$ cat src/rtl/rtc_pkg.sv
// rtc_pkg: shared constants for the RTC bus driver.
// State encoding, default phase timing and operation encoding.
package rtc_pkg;

    localparam logic [2:0] S_IDLE     = 3'd0;
    localparam logic [2:0] S_A_SETUP  = 3'd1;
    localparam logic [2:0] S_A_STROBE = 3'd2;
    localparam logic [2:0] S_A_HOLD   = 3'd3;
    localparam logic [2:0] S_D_SETUP  = 3'd4;
    localparam logic [2:0] S_D_STROBE = 3'd5;
    localparam logic [2:0] S_D_HOLD   = 3'd6;
    localparam logic [2:0] S_DONE     = 3'd7;

    localparam int T_SETUP_DEF = 2;
    localparam int T_PULSE_DEF = 8;
    localparam int T_GAP_DEF   = 4;

    localparam logic OP_WR = 1'b1;
    localparam logic OP_RD = 1'b0;

endpackage

$ cat src/rtl/rtc_phase_timer.sv
// rtc_phase_timer: loadable 8-bit down-counter with zero flag.
// Ports: i_clk, i_rst (sync, high), i_load, i_load_val[7:0] in;
//        o_zero out (count == 0).
module rtc_phase_timer (
    input  logic       i_clk,
    input  logic       i_rst,
    input  logic       i_load,
    input  logic [7:0] i_load_val,
    output logic       o_zero
);

    logic [7:0] r_count;

    always_ff @(posedge i_clk) begin
        if (i_rst) begin
            r_count <= 8'd0;
        end else if (i_load) begin
            r_count <= i_load_val;
        end else if (r_count != 8'd0) begin
            r_count <= r_count - 8'd1;
        end
    end

    assign o_zero = (r_count == 8'd0);

endmodule

$ cat src/rtl/rtc_bus_driver.sv
// rtc_bus_driver: turns level-held win/rin requests into an RTC
// multiplexed A/D bus cycle (address phase, then data phase).
// Ports in : clock, reset (sync, high), win, rin, address[7:0],
//            data_in[7:0], ad_in[7:0].
// Ports out: ad_out[7:0], ad_oe, ad_sel, cs_n, wr_n, rd_n,
//            rdata[7:0], donew, doner, busy. All registered.
module rtc_bus_driver
    import rtc_pkg::*;
#(
    parameter int T_SETUP = T_SETUP_DEF,
    parameter int T_PULSE = T_PULSE_DEF,
    parameter int T_GAP   = T_GAP_DEF
) (
    input  logic       clock,
    input  logic       reset,
    input  logic       win,
    input  logic       rin,
    input  logic [7:0] address,
    input  logic [7:0] data_in,
    input  logic [7:0] ad_in,
    output logic [7:0] ad_out,
    output logic       ad_oe,
    output logic       ad_sel,
    output logic       cs_n,
    output logic       wr_n,
    output logic       rd_n,
    output logic [7:0] rdata,
    output logic       donew,
    output logic       doner,
    output logic       busy
);

    localparam logic [7:0] L_SETUP = 8'(T_SETUP - 1);
    localparam logic [7:0] L_PULSE = 8'(T_PULSE - 1);
    localparam logic [7:0] L_GAP   = 8'(T_GAP - 1);

    logic [2:0] r_state;
    logic       r_op;
    logic [7:0] r_addr;
    logic [7:0] r_data;

    logic [2:0] w_next;
    logic       w_start;
    logic       w_zero;
    logic       w_load;
    logic [7:0] w_load_val;
    logic       w_op;
    logic [7:0] w_addr;
    logic [7:0] w_data;

    logic [7:0] w_ad_out;
    logic       w_ad_oe;
    logic       w_ad_sel;
    logic       w_cs_n;
    logic       w_wr_n;
    logic       w_rd_n;
    logic       w_donew;
    logic       w_doner;

    assign w_start = (r_state == S_IDLE) && (win || rin);

    // Outputs are decoded from the next state so that the
    // registered pins line up with the state they belong to.
    assign w_op   = w_start ? (win ? OP_WR : OP_RD) : r_op;
    assign w_addr = w_start ? address : r_addr;
    assign w_data = w_start ? data_in : r_data;

    always_comb begin
        w_next = r_state;
        unique case (r_state)
            S_IDLE:     if (w_start) w_next = S_A_SETUP;
            S_A_SETUP:  if (w_zero)  w_next = S_A_STROBE;
            S_A_STROBE: if (w_zero)  w_next = S_A_HOLD;
            S_A_HOLD:   if (w_zero)  w_next = S_D_SETUP;
            S_D_SETUP:  if (w_zero)  w_next = S_D_STROBE;
            S_D_STROBE: if (w_zero)  w_next = S_D_HOLD;
            S_D_HOLD:   if (w_zero)  w_next = S_DONE;
            default:                 w_next = S_IDLE;
        endcase
    end

    // Every transition enters a new state, so reload on change.
    assign w_load = (w_next != r_state);

    always_comb begin
        w_load_val = 8'd0;
        unique case (w_next)
            S_A_SETUP,  S_D_SETUP:  w_load_val = L_SETUP;
            S_A_STROBE, S_D_STROBE: w_load_val = L_PULSE;
            S_A_HOLD,   S_D_HOLD:   w_load_val = L_GAP;
            default:                w_load_val = 8'd0;
        endcase
    end

    rtc_phase_timer u_timer (
        .i_clk      (clock),
        .i_rst      (reset),
        .i_load     (w_load),
        .i_load_val (w_load_val),
        .o_zero     (w_zero)
    );

    always_comb begin
        w_ad_out = 8'd0;
        w_ad_oe  = 1'b0;
        w_ad_sel = 1'b1;
        w_cs_n   = 1'b1;
        w_wr_n   = 1'b1;
        w_rd_n   = 1'b1;
        w_donew  = 1'b0;
        w_doner  = 1'b0;
        unique case (w_next)
            S_A_SETUP, S_A_HOLD: begin
                w_ad_sel = 1'b0;
                w_ad_oe  = 1'b1;
                w_ad_out = w_addr;
            end
            // Address latch is always clocked by wr_n.
            S_A_STROBE: begin
                w_ad_sel = 1'b0;
                w_ad_oe  = 1'b1;
                w_ad_out = w_addr;
                w_cs_n   = 1'b0;
                w_wr_n   = 1'b0;
            end
            // Reads release the bus here, before rd_n falls.
            S_D_SETUP, S_D_HOLD: begin
                if (w_op == OP_WR) begin
                    w_ad_oe  = 1'b1;
                    w_ad_out = w_data;
                end
            end
            S_D_STROBE: begin
                w_cs_n = 1'b0;
                if (w_op == OP_WR) begin
                    w_ad_oe  = 1'b1;
                    w_ad_out = w_data;
                    w_wr_n   = 1'b0;
                end else begin
                    w_rd_n = 1'b0;
                end
            end
            S_DONE: begin
                w_donew = (w_op == OP_WR);
                w_doner = (w_op == OP_RD);
            end
            default: begin
                w_ad_sel = 1'b1;
            end
        endcase
    end

    always_ff @(posedge clock) begin
        if (reset) begin
            r_state <= S_IDLE;
            r_op    <= OP_RD;
            r_addr  <= 8'd0;
            r_data  <= 8'd0;
            ad_out  <= 8'd0;
            ad_oe   <= 1'b0;
            ad_sel  <= 1'b1;
            cs_n    <= 1'b1;
            wr_n    <= 1'b1;
            rd_n    <= 1'b1;
            donew   <= 1'b0;
            doner   <= 1'b0;
            busy    <= 1'b0;
            rdata   <= 8'd0;
        end else begin
            r_state <= w_next;
            r_op    <= w_op;
            r_addr  <= w_addr;
            r_data  <= w_data;
            ad_out  <= w_ad_out;
            ad_oe   <= w_ad_oe;
            ad_sel  <= w_ad_sel;
            cs_n    <= w_cs_n;
            wr_n    <= w_wr_n;
            rd_n    <= w_rd_n;
            donew   <= w_donew;
            doner   <= w_doner;
            busy    <= (w_next != S_IDLE);
            // Capture on the last strobe clock, rd_n still low.
            if (r_state == S_D_STROBE && w_zero && r_op == OP_RD) begin
                rdata <= ad_in;
            end
        end
    end

endmodule

$ cat config.mk
export PLATFORM = sky130hd
export DESIGN_NAME = rtc_bus_driver
export DESIGN_NICKNAME = d
export VERILOG_FILES = /design/src/rtl/rtc_pkg.sv /design/src/rtl/rtc_phase_timer.sv /design/src/rtl/rtc_bus_driver.sv
export SDC_FILE = /design/constraint.sdc
export NUM_CORES = 1
export LEC_CHECK = 0
export ABC_AREA = 1
export CAP_MARGIN = 40
export CELL_PAD_IN_SITES_DETAIL_PLACEMENT = 0
export CELL_PAD_IN_SITES_GLOBAL_PLACEMENT = 2
export CORE_MARGIN = 8
export CORE_UTILIZATION = 28
export DETAILED_ROUTE_END_ITERATION = 10
export PLACE_DENSITY_LB_ADDON = 0.1
export SYNTH_ARGS = -nofsm -noshare
export SYNTH_HDL_FRONTEND = slang
export SYNTH_SLANG_ARGS = --single-unit
$ cat constraint.sdc
create_clock -name clock -period 1.9 [get_ports clock]
set_input_delay 0.475 -clock clock [delete_from_list [all_inputs] [get_ports clock]]
set_output_delay 0.475 -clock clock [all_outputs]
set_load 0.02 [all_outputs]
### After elaboration in Yosys (flattened, before gate mapping)

Index checks and enable logic that the tools add are counted.

* ROM bits: 0
* memories: 0
* output and inout port bits: 24
* latch bits: 0
* RAM bits: 0
* flip-flop bits (word level): 52

* equal/unequal tests: 14
* multiply operators: 0
* reductions and logical operators: 16
* add/subtract/negate cells: 1
* mux-type cells: 23
* order comparisons: 0
* shift operators: 0
* bitwise gates (word level): 4
* div/mod/pow operators: 0

Operators by type and width (number)
* 2-to-1 mux 8 bit: 5
* equality test 3 bit, second input constant: 7
* 2-to-1 mux 3 bit: 7
* one-hot mux 3 bit (7 select lines): 1
* one-hot mux 8 bit (2 select lines): 1
* equality test 3 x 2 -> 1 bit, second input constant: 4
* OR reduction 2 bit: 5
* one-hot mux 3 bit (3 select lines): 1
* zero test 8 bit: 1
* nonzero test 8 bit: 1
* subtractor 8 x 1 -> 8 bit, second input constant: 1
* equality test 3 x 1 -> 1 bit, second input constant: 2
* 2-to-1 mux 1 bit: 6
* OR reduction 3 bit: 2
* NOT 1 bit: 4
* one-hot mux 1 bit (2 select lines): 2
* logical AND 1 bit: 3
* zero test 3 bit: 1
* inequality test 3 bit: 1
* nonzero test 3 bit: 1
* nonzero test 2 bit: 1
* logical OR 1 bit: 1

### Depth between registers and ports, before layout

Gate-level depths: netlist of run 1.

* depth after elaboration: 8
* gate-level depth with buffers: 13

### Modules after synthesis

From an unflattened synthesis of run 1, not the netlist that was laid out.

* cells, all modules: 332
* area, all modules: 2342.2 um^2

Modules (own cells, without submodules)
* rtc_bus_driver: cells an instance 262, sequential area each 880.8 um^2, times used 1, area each 1869.3 um^2
* rtc_phase_timer: cells an instance 70, sequential area each 160.2 um^2, times used 1, area each 473.0 um^2

### Least setup slack after synthesis of run 1

Ideal clock, no wire load.

* path type: input -> register
* start: input rin
* end: register ad_out[6]
* data required time: 1.829 ns
* path slack: 0.294 ns
* cell stages on the path: 6
* data arrival time: 1.536 ns
* path buffers: 1
* library setup time: 0.071 ns
* cells stage by stage: or2_2 nand4_4 clkbuf_1 o21ai_0 nand3b_1 a21oi_1

* word-level cells in the longest chain between the ends: 7
* elaborated cells between the ends (all ways): 17

Ends and longest elaborated chain
* from (decl): RTL line rtc_bus_driver.sv:17 `input logic rin,`
* logical OR 1 bit (*): RTL line rtc_bus_driver.sv:60 `assign w_start = (r_state == S_IDLE) && (win || rin);`
* logical AND 1 bit (*): RTL line rtc_bus_driver.sv:60
* 2-to-1 mux 3 bit: RTL line rtc_bus_driver.sv:71 `S_IDLE: if (w_start) w_next = S_A_SETUP;`
* one-hot mux 3 bit (7 select lines): RTL line rtc_bus_driver.sv:70 `unique case (r_state)`
* equality test 3 bit, or another cell as far along: RTL line rtc_bus_driver.sv:112 `unique case (w_next)`
* OR reduction 3 bit (no source line)
* one-hot mux 8 bit (2 select lines) (*): RTL line rtc_bus_driver.sv:112
* to (signal assigned): RTL line rtc_bus_driver.sv:174 `ad_out <= w_ad_out;`
* to (decl): RTL line rtc_bus_driver.sv:21 `output logic [7:0] ad_out,`

Every way passes the cells marked *; elsewhere a longest branch is shown, timed or not.
A chain may end at the register's enable or synchronous reset.

### Final worst setup path of run 1

* start: input win
* end: register ad_out[3]

* word-level cells in the longest chain between the ends: 7
* elaborated cells between the ends (all ways): 18

Ends and longest elaborated chain
* from (decl): RTL line rtc_bus_driver.sv:16 `input logic win,`
* logical OR 1 bit: RTL line rtc_bus_driver.sv:60
* logical AND 1 bit: RTL line rtc_bus_driver.sv:60
* 2-to-1 mux 3 bit: RTL line rtc_bus_driver.sv:71
* one-hot mux 3 bit (7 select lines): RTL line rtc_bus_driver.sv:70
* equality test 3 bit, or another cell as far along: RTL line rtc_bus_driver.sv:112
* OR reduction 3 bit (no source line)
* one-hot mux 8 bit (2 select lines) (*): RTL line rtc_bus_driver.sv:112

Marks and branches as above.

==> results of run 1 <==
## state kept, by name, indices dropped and copies added, names as in the netlist, 3 cells and up
register	flops
r_state	3
rdata	8
ad_out	8
r_addr	8
r_data	8
u_timer.r_count	8
## worst max-delay path: stages
cell             delay, ns
clkdlybuf4s50_1       0.41
or2_2                 0.30
nand4_4               0.12
nand2_2               0.11
nor2_8                0.10
nand2_4               0.10
nand2_4               0.13
nand3b_1              0.09
a21oi_1               0.18
## cells by family after synthesis
family                     Yosys count  synth area share
and+or+nand+nor                    143             0.338
buffers and inverters               45            0.0817
DFF                                 52             0.450
adders and majority gates            1           0.00541
xor gates and xnor gates             6            0.0227
AOI/OAI and AO/OA                   42             0.102
## per-layer routing
layer / routed length [µm] / global-route usage / up-vias / part of all wire
met1: 2530 / 0.118 / 876 / 0.44
met2: 2870 / 0.189 / 30 / 0.50
met3: 275 / 0.0372 / 4 / 0.048
li1: - / - / 1060 / -
met4: 55 / 0.0302 / 0 / 0.0096
met5: 0 / 0 / - / 0
## final cells by class
type	count	area [µm²]
repair buffers	77	743
multi-input cells	192	1080
clock inverters	3	68.8
flip-flops and latches	52	1040
clock buffers	5	68.8
well taps	105	131
fillers	879	4820
inverters	35	136
## path summary, 6_finish.rpt
path	startpoint	end	slack, ns	depth (start not counted)
worst min-delay path	rdata[6]	rdata[6]	0.49	2
worst max-delay path	win	ad_out[3]	0.13	9
worst max register to register	u_timer.r_count[1]	ad_out[3]	0.15	12
worst min register to register	rdata[6]	rdata[6]	0.49	2
## placed cells by master (no fill, tap or decap), types with 2 or more instances in the layout
| cell | synthesis | final |
|---|---|---|
| dfxtp_1 | 52 | 52 |
| nor2_1 | 51 | 51 |
| clkdlybuf4s50_1 | 0 | 51 |
| nand2_1 | 37 | 37 |
| inv_1 | 29 | 29 |
| o21ai_0 | 24 | 24 |
| buf_4 | 0 | 23 |
| nand3b_1 | 16 | 16 |
| a21oi_1 | 10 | 10 |
| nand3_1 | 8 | 8 |
| nand2_4 | 6 | 6 |
| nand2_2 | 6 | 6 |
| inv_2 | 5 | 5 |
| clkbuf_8 | 0 | 5 |
| nor2_2 | 4 | 4 |
| nor3_1 | 4 | 4 |
| nor2_8 | 3 | 3 |
| xnor2_1 | 3 | 3 |
| xor2_1 | 3 | 3 |
| buf_12 | 0 | 3 |
| or2_2 | 2 | 2 |
| o21ai_1 | 2 | 2 |
| o211ai_1 | 2 | 2 |
| bufinv_16 | 0 | 2 |
## power groups by stage
stage               Combinational (mW)  Sequential, mW  Clock [mW]
global placement                  3.14            1.57           0
CTS                               3.15            1.55       0.962
global route                      3.59            1.58       0.999
floorplan                         2.03            1.65           0
finish                            3.20            1.54       0.926
detailed placement                3.13            1.57           0
## timing repair
action	CTS	global route
endpoints found under the setup margin	0	16
hold endpoints to repair	0	0
resized for setup	0	1
setup buffers	0	2
==> out/metrics.cfg, run 1 <==
[worst_setup_path]
path_max_fanout = 9
crit_path_start_kind = input port
arrival_ns = 2.01
path_class = input port to register
critPathCaptureType = register
crit_required_ns = 2.14

[sta]
maxSlewViolCount = 0
finalWorstSetupSlack_ns = 0.128
rsz0062_at_grt = false
timing.final.crit_share = 0.933
clock_skew_ns = 0.0116
timing.hold.ws_ns = 0.493
fmax_mhz = 564
worst_slew_pin_slew_ns = 0.317
min_period_ns = 1.77
max-slew-margin-rel = 0.786
finalSetupTns_ns = 0
hold_viol = 0
setup_viol = 0

[run_status]
outcome = completed

[routing]
firstDrtPassIters = 4
vias = 1970
drc = 0
vias_per_cell = 4.20
drt_iter0_markers = 56
drt_wl_total_mm = 5.73
ant_nets = 0
wl_per_cell_um = 12.2

[synthesis]
postSynth.asyncResetShare = 0
ys_top_cells_by_area = dfxtp_1 (45%), nor2_1 (8.3%), nand2_1 (6.0%)
ys_types = 34
syn_area_per_cell_um2 = 8.00
ys_warn_count = 0
synth_edf_count = 0
synth-seq-area-share = 0.450
synth_top_area_frac = 0.450
synth_most_common_cell = dfxtp_1
synth_seq_cells = 52
yosys-top-cells-count = dfxtp_1 (52), nor2_1 (51), nand2_1 (37)
syn_inst = 289
synthFlopType = dfxtp_1
synth_area_um2 = 2310
synth_nets = 318
yosysTopAreaCell = dfxtp_1

[floorplan]
die_h_um = 107
initial_core_util = 0.286
num_io_pins = 52
rows = 33
die-area_um2 = 11400
die_x_um = 107
core_area_um2 = 8090

[cts]
clock-sinks = 52
clockRootBuffer = clkbuf_8
cts_buffers = 5
htreeDepth = 2
cts_hold_buf = 0
clk_path_buf_depth = 2
cts_tree = built
clock_latency_ns = 0.31
clkTransAtPathRegs_ns = 0.11

[hold_path]
hold_class = register to register

[grt]
globalRouteOverflowTotal = 0
grt_max_degree = 32
grt_first_pass_wirelength_mm = 9.90
gr-usage-all-layers = 0.107
grt_pass1_vias = 2009
antenna_found_initial = 0

[layout]
post-route-util = 0.405
syn2layout_area_growth_pct = 41.6
antenna_cells = 0
final_cell_area_um2 = 3270
nNetsFinal = 392
layout.cells.non_filler = 469
drive_above_1_share = 0.187

[power_and_ir_drop]
total_power_mw = 5.67
p_clk_frac = 0.163
p_per_area_nw_per_um2 = 1730
intPower_mw = 3.40
switchingPower_mw = 2.27
combPwrFrac = 0.565
seqPwrFrac = 0.272
p_sw_frac = 0.400
leakagePower_nw = 1.38
peakVddDrop_mv = 0.464

[place]
gp_congestion = 0.703
dp.cells = 459
placed_cell_area_um2 = 3110
dpl_worst_slack_ns = -0.226
dp_hpwl_mm = 4.28
port_buffers = 51

[flow_run]
cap_violations = 0

No activity file was read; power rests on OpenSTA's default activity.
==> inputs of run 2 (changes only) <==
--- a/config.mk
+++ b/config.mk
@@ -7,12 +7,10 @@
 export LEC_CHECK = 0
 export ABC_AREA = 1
 export CAP_MARGIN = 40
-export CELL_PAD_IN_SITES_DETAIL_PLACEMENT = 0
-export CELL_PAD_IN_SITES_GLOBAL_PLACEMENT = 2
 export CORE_MARGIN = 8
-export CORE_UTILIZATION = 28
+export CORE_UTILIZATION = 50
 export DETAILED_ROUTE_END_ITERATION = 10
-export PLACE_DENSITY_LB_ADDON = 0.1
+export PLACE_DENSITY = 0.79
 export SYNTH_ARGS = -nofsm -noshare
 export SYNTH_HDL_FRONTEND = slang
 export SYNTH_SLANG_ARGS = --single-unit
==> run 2 against run 1 <==
Compared with the run above: design area shrank 4.0%; cell count fell by 12%; hold slack worse by 0.0033 ns.
==> out/metrics.cfg, run 2 (synthesized netlist as in run 1, its figures left out) <==
[power_and_ir_drop]
p_per_area_nw_per_um2 = 1730  ; about the same
switchingPower_mw = 2.27  ; about the same
leakagePower_nw = 1.34  ; was 1.38 nW
p_sw_frac = 0.417  ; was 0.400
seqPwrFrac = 0.285  ; was 0.272
intPower_mw = 3.17  ; was 3.40 mW
p_clk_frac = 0.143  ; was 0.163
peakVddDrop_mv = 0.878  ; was 0.464 mV
total_power_mw = 5.44  ; was 5.67 mW
combPwrFrac = 0.572  ; was 0.565

[worst_setup_path]
path_class = register to register  ; was input port to register
crit_path_start_kind = register  ; was input port
critPathCaptureType = register  ; unchanged
reg2reg_slack_ns = 0.12  ; was 0.15 ns
path_max_fanout = 7  ; was 9
crit_required_ns = 2.11  ; was 2.14 ns
arrival_ns = 1.99  ; was 2.01 ns

[sta]
timing.hold.ws_ns = 0.489  ; was 0.493 ns
clock_skew_ns = 0.00670  ; was 0.0116 ns
hold_viol = 0  ; unchanged
finalWorstSetupSlack_ns = 0.116  ; was 0.128 ns
worst_slew_pin_slew_ns = 0.328  ; was 0.317 ns
maxSlewViolCount = 0  ; unchanged
finalSetupTns_ns = 0  ; unchanged
setup_viol = 0  ; unchanged
min_period_ns = 1.78  ; was 1.77 ns
timing.final.crit_share = 0.939  ; was 0.933
fmax_mhz = 561  ; was 564 MHz
max-slew-margin-rel = 0.782  ; was 0.786

[grt]
gr-usage-all-layers = 0.157  ; was 0.107
globalRouteOverflowTotal = 0  ; unchanged
grt_first_pass_wirelength_mm = 9.20  ; was 9.90 mm
grt_pass1_vias = 2049  ; was 2009
antenna_found_initial = 0  ; unchanged
grt_max_degree = 33  ; was 32

[floorplan]
die_h_um = 84.0  ; was 107 µm
initial_core_util = 0.524  ; was 0.286
num_io_pins = 52  ; unchanged
core_area_um2 = 4410  ; was 8090 µm²
die-area_um2 = 7060  ; was 11400 µm²
rows = 24  ; was 33
die_x_um = 84.0  ; was 107 µm

[layout]
final_cell_mix = dfxtp_1 (52), nor2_1 (51), clkdlybuf4s50_1 (51)  ; unchanged
syn2layout_area_growth_pct = 35.9  ; was 41.6%
final-seq-area_um2 = 1040  ; unchanged
post-route-util = 0.712  ; was 0.405
nFillCells = 336  ; was 879
drive_above_1_share = 0.178  ; was 0.187
layout.cells.non_filler = 412  ; was 469
final_cell_area_um2 = 3140  ; was 3270 µm²
nNetsFinal = 388  ; was 392
layout_commonest_cell = dfxtp_1  ; unchanged
antenna_cells = 0  ; unchanged
multi_input_area_um2 = 1090  ; was 1080 µm²

[place]
port_buffers = 51  ; unchanged
dp_hpwl_mm = 4.02  ; was 4.28 mm
dpl_worst_slack_ns = -0.195  ; was -0.226 ns
placed_cell_area_um2 = 2990  ; was 3110 µm²
dp.cells = 399  ; was 459
gp_congestion = 0.811  ; was 0.703

[routing]
ant_nets = 0  ; unchanged
vias = 2055  ; was 1970
vias_per_cell = 4.99  ; was 4.20
drt_iter0_markers = 112  ; was 56
wl_per_cell_um = 13.2  ; was 12.2 µm
drc = 0  ; unchanged
firstDrtPassIters = 5  ; was 4
drt_wl_total_mm = 5.43  ; was 5.73 mm

[cts]
cts_hold_buf = 0  ; unchanged
htreeDepth = 2  ; unchanged
clock_latency_ns = 0.31  ; about the same
clockRootBuffer = clkbuf_8  ; unchanged
clock-sinks = 52  ; unchanged
cts_tree = built  ; unchanged
clkTransAtPathRegs_ns = 0.09  ; was 0.11 ns
clk_path_buf_depth = 2  ; unchanged
cts_buffers = 5  ; unchanged

[hold_path]
hold_class = register to register  ; unchanged

[run_status]
outcome = completed  ; unchanged

[flow_run]
cap_violations = 0  ; unchanged

-- run 2: layer usage --
layer,GRT usage,wire (µm)
met5,0,0
met1,0.167,2180
met3,0.0430,301
met2,0.278,2830
met4,0.0769,116
-- run 2: area by class of cell --
cell class                      instances  share of cell area
Multi-Input combinational cell        192               0.346
Clock buffer                            6              0.0231
Tap cell                               52              0.0207
Inverter                               35              0.0434
Timing Repair Buffer                   73               0.223
Clock inverter                          2              0.0123
Sequential cell                        52               0.331
-- run 2: what timing repair did --
action,4_1_cts,5_1_grt
resized for setup,0,2
setup endpoints to repair,0,21
setup buffers,0,5
-- run 2: critical path, cell delays in order (launching register included) --
cell and delay (ns):
dfxtp_1 0.31, inv_1 0.11, ha_2 0.22, nand2_4 0.07, nor2_8 0.15, nor2_1 0.06
nor2_1 0.09, nand2_1 0.11, nand2_4 0.14, clkinv_4 0.08, buf_4 0.14, a31oi_1 0.21
-- run 2: power by group through the flow --
stage / combinational (mW) / clock [mW] / sequential (mW)
finish: 3.11 / 0.776 / 1.55
global placement: 2.90 / 0 / 1.57
global route: 3.45 / 0.833 / 1.59
floorplan: 2.03 / 0 / 1.65
detailed placement: 2.99 / 0 / 1.58
CTS: 3.01 / 0.791 / 1.55
-- run 2: path summary, 6_finish.rpt --
path                            from       end  cells after the start
setup / recovery  u_timer.r_count[0]      busy                     11
hold / removal              rdata[4]  rdata[4]                      2
setup reg to reg  u_timer.r_count[0]      busy                     11
hold reg to reg             rdata[4]  rdata[4]                      2
